==> config.mk <==
export PLATFORM = sky130hd
export DESIGN_NAME = regfile_fwd_ctrl
export DESIGN_NICKNAME = d
export VERILOG_FILES = /design/src/rtl/regfile_fwd_pkg.sv /design/src/rtl/regfile_fwd_slot.sv /design/src/rtl/regfile_fwd_ctrl.sv
export SDC_FILE = /design/constraint.sdc
export NUM_CORES = 1
export LEC_CHECK = 0
export CORE_MARGIN = 1
export CORE_UTILIZATION = 52
export CTS_BUF_LIST = sky130_fd_sc_hd__clkbuf_16
export DETAILED_ROUTE_END_ITERATION = 10
export PLACE_DENSITY = 0.92
export SYNTH_ARGS = -nofsm -noshare
export SYNTH_HDL_FRONTEND = slang
export SYNTH_SLANG_ARGS = --single-unit
==> constraint.sdc <==
create_clock -name clk -period 4.5 [get_ports clk]
set_input_delay 0.9 -clock clk [delete_from_list [all_inputs] [get_ports clk]]
set_output_delay 0.9 -clock clk [all_outputs]
set_load 0.05 [all_outputs]
==> src/rtl/regfile_fwd_pkg.sv <==
// Shared types for the register-file forwarding controller: operand select
// encoding, the zero-register index and the pipeline slot record.
package regfile_fwd_pkg;

  typedef enum logic [1:0] {
    FWD_RF  = 2'd0,
    FWD_EX  = 2'd1,
    FWD_MEM = 2'd2,
    FWD_WB  = 2'd3
  } fwd_sel_t;

  localparam logic [4:0] XZR = 5'd31;

  typedef struct packed {
    logic       reg_wrt;
    logic       mem_rd;
    logic [4:0] rd;
  } slot_t;

endpackage

==> src/rtl/regfile_fwd_slot.sv <==
// One in-flight write slot (EX, MEM or WB); cleared to a bubble on reset.
module fwd_slot
  import regfile_fwd_pkg::*;
(
  input  logic  clk,
  input  logic  reset,
  input  slot_t d,
  output slot_t q
);

  always_ff @(posedge clk or negedge reset) begin
    if (!reset) q <= '0;
    else        q <= d;
  end

endmodule

==> src/rtl/regfile_fwd_ctrl.sv <==
// Decode-side forwarding and load-use stall control; tracks in-flight
// register writes in an EX/MEM/WB slot chain and selects operand sources.
module regfile_fwd_ctrl
  import regfile_fwd_pkg::*;
#(
  parameter int CNT_W = 16
) (
  input  logic             clk,
  input  logic             reset,
  input  logic             issue_valid,
  input  logic             flush,
  input  logic             RegWrt,
  input  logic             MemRd,
  input  logic [4:0]       Rd,
  input  logic [4:0]       Rn,
  input  logic [4:0]       Rm,
  input  logic             UseRn,
  input  logic             UseRm,
  output logic [1:0]       FwdA,
  output logic [1:0]       FwdB,
  output logic             stall,
  output logic [CNT_W-1:0] stall_cnt
);

  slot_t ex_d, ex_q, mem_q, wb_q;

  function automatic logic slot_hit(slot_t s, logic [4:0] src, logic use_src);
    return s.reg_wrt && (s.rd == src) && (src != XZR) && use_src;
  endfunction

  // Youngest matching slot wins.
  function automatic fwd_sel_t fwd_pick(slot_t ex, slot_t mem, slot_t wb,
                                        logic [4:0] src, logic use_src);
    if (slot_hit(ex, src, use_src))       return FWD_EX;
    else if (slot_hit(mem, src, use_src)) return FWD_MEM;
    else if (slot_hit(wb, src, use_src))  return FWD_WB;
    else                                  return FWD_RF;
  endfunction

  always_comb begin
    ex_d = '0;
    if (issue_valid && !stall && !flush) begin
      ex_d.reg_wrt = RegWrt;
      ex_d.mem_rd  = MemRd;
      ex_d.rd      = Rd;
    end
  end

  fwd_slot u_ex  (.clk(clk), .reset(reset), .d(ex_d),  .q(ex_q));
  fwd_slot u_mem (.clk(clk), .reset(reset), .d(ex_q),  .q(mem_q));
  fwd_slot u_wb  (.clk(clk), .reset(reset), .d(mem_q), .q(wb_q));

  assign FwdA = fwd_pick(ex_q, mem_q, wb_q, Rn, UseRn);
  assign FwdB = fwd_pick(ex_q, mem_q, wb_q, Rm, UseRm);

  assign stall = issue_valid && !flush && ex_q.mem_rd &&
                 (slot_hit(ex_q, Rn, UseRn) || slot_hit(ex_q, Rm, UseRm));

  always_ff @(posedge clk or negedge reset) begin
    if (!reset)                          stall_cnt <= '0;
    else if (stall && (stall_cnt != '1)) stall_cnt <= stall_cnt + CNT_W'(1);
  end

endmodule

==> metrics.md <==
| Metric | Value |
|---|---|
| Status | finished, final reports clean |
| Crit path max-delay cell type | clkdlybuf4s50_1 |
| CTS clk-pin slew, worst paths | about 0.06 ns |
| Worst-margin pin slew | slightly below 0.6 ns |
| GPL Wtd Cong | 0.9265 |
| Worst path max stage delay | between 0.7 and 0.8 ns |
| Fmax | roughly 0.23 GHz |
| Hold wc startpoint | u_ex.q[6] |
| Pin count of the biggest net entering global routing | 36 |
| Inserted Clock Buffers | 5 |
| CP Max Fanout | 5 |
| Total routing usage reported by global routing | around 28% |
| VDD IR max | 0.3087 mV |
| Buffer type at the clock tree root | clkbuf_16 |
| PostCTS Resize Cnt | 0 |
| DP Area | ~2200 um2 |
| H-tree depth | 2 |
| Critical-path cell list | clkdlybuf4s50_1 -> nand3_1 -> o21ai_0 -> nand4b_1 -> o21a_1 -> clkdlybuf4s50_1 |
| Post-synthesis cell count | 160 |
| Grt ovf | 0 |
| Syn Nets | 184 |
| Multi-input gate area | about 870 um2 |
| Largest family of logic cells by synthesized area | simple AND/OR/NAND/NOR gates |
| Xor and xnor area share after synthesis | about a fifth |
| Area fraction in compound gates after synthesis | around 3.3% |
| Bufs and invs on worst path | 2 |
| Synth-to-layout area growth | 36.59% |
| First-pass GRT wire length | ~7200 um |
| HPWL after DPL | approximately 3100 um |
| Final Setup Violations | 0 |
| Tcrit/Tclk final | 94.67% |
| Most frequent CP cell | clkdlybuf4s50_1 |
| Simple-gate area share of the yosys netlist | between 20% and 30% |
| FF-to-FF Start | u_ex.q[2] |
| Top Ports | 44 |
| Sw Share | approximately 21% |
| Seq cells post-synth | 35 |
| Drc violations | 0 |
| Crit path launch | Rn[1] |
| Post-synth top area share | between 40% and 50% |
| Worst Hold Class | flop to flop |
| Via Count | 1444 |
| Final Instance Area | between 2000 and 2500 um2 |
| Yosys top cell by area | dfrtp_1 |
| DIE HEIGHT | around 60 um |
| P_sw | between 150 and 200 uW |
| Die Wd | 60.31 um |
| Min Tclk post-route | 4.260 ns |
| Share of the yosys chip area belonging to registers | 49.54% |
| Iter 0 DRT Violations | around 80 |
| Worst EP required | between 3 and 4 ns |
| RSZ-0062 raised after global routing | no |
| Post-CTS setup buffer count | 0 |
| Post-Synth Adder-Cell Area | 0.7077% |
| Largest delay share family, worst path | buffers and inverters |
| Startpoint class of the critical path | primary input |
| Vias per cell | 5.685 |
| Clk sink count | 35 |
| Static Leak | around 1.1 nW |
| Reg power frac | about two fifths |
| Synth warn | 0 |
| Post-Route Setup TNS | 0 ns |
| # rows | 20 |
| Clock power frac | 49.9% |
| Initial antenna violation count | 0 |
| Mapped Avg Cell Area | approximately 11 um2 |
| Clock latency on the worst-skew pair | around 0.28 ns |
| Die footprint | 3637 um2 |
| Proportion of layout cells with a drive suffix above 1 | 9.048% |
| Hold buffers post-CTS | 0 |
| Nets | 233 |
| P_int | just over 600 uW |
| Top post-synthesis cells by area | dfrtp_1 50%, xor2_1 13%, xnor2_1 8.4% |
| Placed cell count | 246 |
| Combinational power share | under 10% |
| Vias in the first global route | 1471 |
| Max-slew headroom | 60.07% |
| Antenna cells | 0 |
| CP Class | primary input to primary output |
| Mux contribution to synthesized area | between 1.5 and 2% |
| Core area | about 3100 um2 |
| Filler cells | slightly below 200 |
| Post-route antenna net violation count | 0 |
| Critical Path End Type | primary output |
| TritonRoute pass-1 iters | 4 |
| Final Skew | 0.003077 ns |
| Final Util | between 70% and 80% |
| Post-Layout Cell Count | 254 |
| Initial Util | between 50% and 60% |
| Register area | 875.8 um2 |
| Final Routed Wirelength | 4512 um |
| Final hold vios | 0 |
| Max-cap violations | 0 |
| Critical Path AT | ~3.4 ns |
| Port buffer count | 43 |
| Final Slew Violations | 0 |
| CTS tree | done |
| Synthesized area | around 1800 um2 |
| Clock Path Buffers | 2 |
| Routed wire per std cell | 17.76 um |
| Pwr per Cell Area | between 300 and 400 nW/um2 |
| Synth unique cells | 30 |
-- stage by stage --
stage	hold slack (ns)	power [mW]	setup WS [ns]
floorplan	0.3735	0.3578	0.9735
global placement	0.3892	0.3943	0.3747
detailed placement	0.4052	0.3964	0.3110
CTS	0.4156	0.7890	0.2875
global route	0.4163	0.8043	0.1226
finish	0.4213	0.7845	0.2398
-- state kept, by name, summed over array words and instances (netlist names) --
signal	cells
stall_cnt	16
u_wb.q	6
u_ex.q	7
u_mem.q	6
-- synthesized netlist by cell type (all sizes together) --
master  instances
and3            4
a21oi           2
o31ai           2
a211o           1
or3             1
ha              1
and4            1
nor3            9
nand2b          2
or2             1
buf             1
nand3           9
and2            7
dfrtp          35
clkbuf          1
nor4            6
nand4b          2
xor2           26
o21a            2
nand2          11
nand3b          1
mux2            3
nor2            5
nand4           5
inv             3
xnor2          17
o21ai           2
-- layout by cell type, fill, tap and decap left out, drive strengths merged, types with 3 or more instances in the layout --
cell	synthesis	layout
nand2	11	11
nor3	9	9
xnor2	17	17
inv	3	3
nand3	9	9
mux2	3	3
clkdlybuf4s50	0	43
nor4	6	6
nor2	5	5
and2	7	7
clkbuf	1	5
xor2	26	26
and3	4	4
nand4	5	5
dfrtp	35	35
-- worst paths after layout --
kind,slack [ns],cells past startpoint,endpoint
setup / recovery,0.24,6,FwdA[1]
hold reg to reg,0.42,0,u_mem.q[6]
setup reg to reg,2.15,6,stall_cnt[11]
hold / removal,0.42,0,u_mem.q[6]
max in group asynchronous,3.15,2,stall_cnt[4]
min in group asynchronous,1.04,2,u_mem.q[3]
-- cell type report --
| class | count | area share, % |
|---|---|---|
| Clock buffer | 5 | 5.181 |
| Multi-Input combinational cell | 120 | 35.85 |
| Inverter | 3 | 0.4663 |
| Tap cell | 44 | 2.280 |
| Timing Repair Buffer | 44 | 18.13 |
| Clock inverter | 3 | 1.813 |
| Sequential cell | 35 | 36.27 |
-- cells by family (layout without fill, tap and decap cells) --
| kind of cell | Yosys count | count (layout) |
|---|---|---|
| AOI/OAI and AO/OA | 9 | 9 |
| muxes | 3 | 3 |
| and+or+nand+nor | 64 | 64 |
| xor gates and xnor gates | 43 | 43 |
| DFF | 35 | 35 |
| buffers and inverters | 5 | 55 |
| adders and majority gates | 1 | 1 |
-- routing by layer --
metal  vias up  part of all wire, %  track usage, %
met3        17                  6.5           7.143
li1        648                    -               -
met2        65                   52           45.68
met5         -                    0               0
met4         0                  3.6           15.95
met1       714                   38           34.75
-- power by group through the flow --
stage,combinational (mW),sequential (mW),clock [mW]
2_1_floorplan,0.0252,0.333,0
3_3_place_gp,0.0607,0.334,0
3_5_place_dp,0.0622,0.334,0
4_1_cts,0.0638,0.329,0.396
5_1_grt,0.0691,0.330,0.406
6_report,0.0638,0.329,0.392
(Power assumes the default switching activity.)
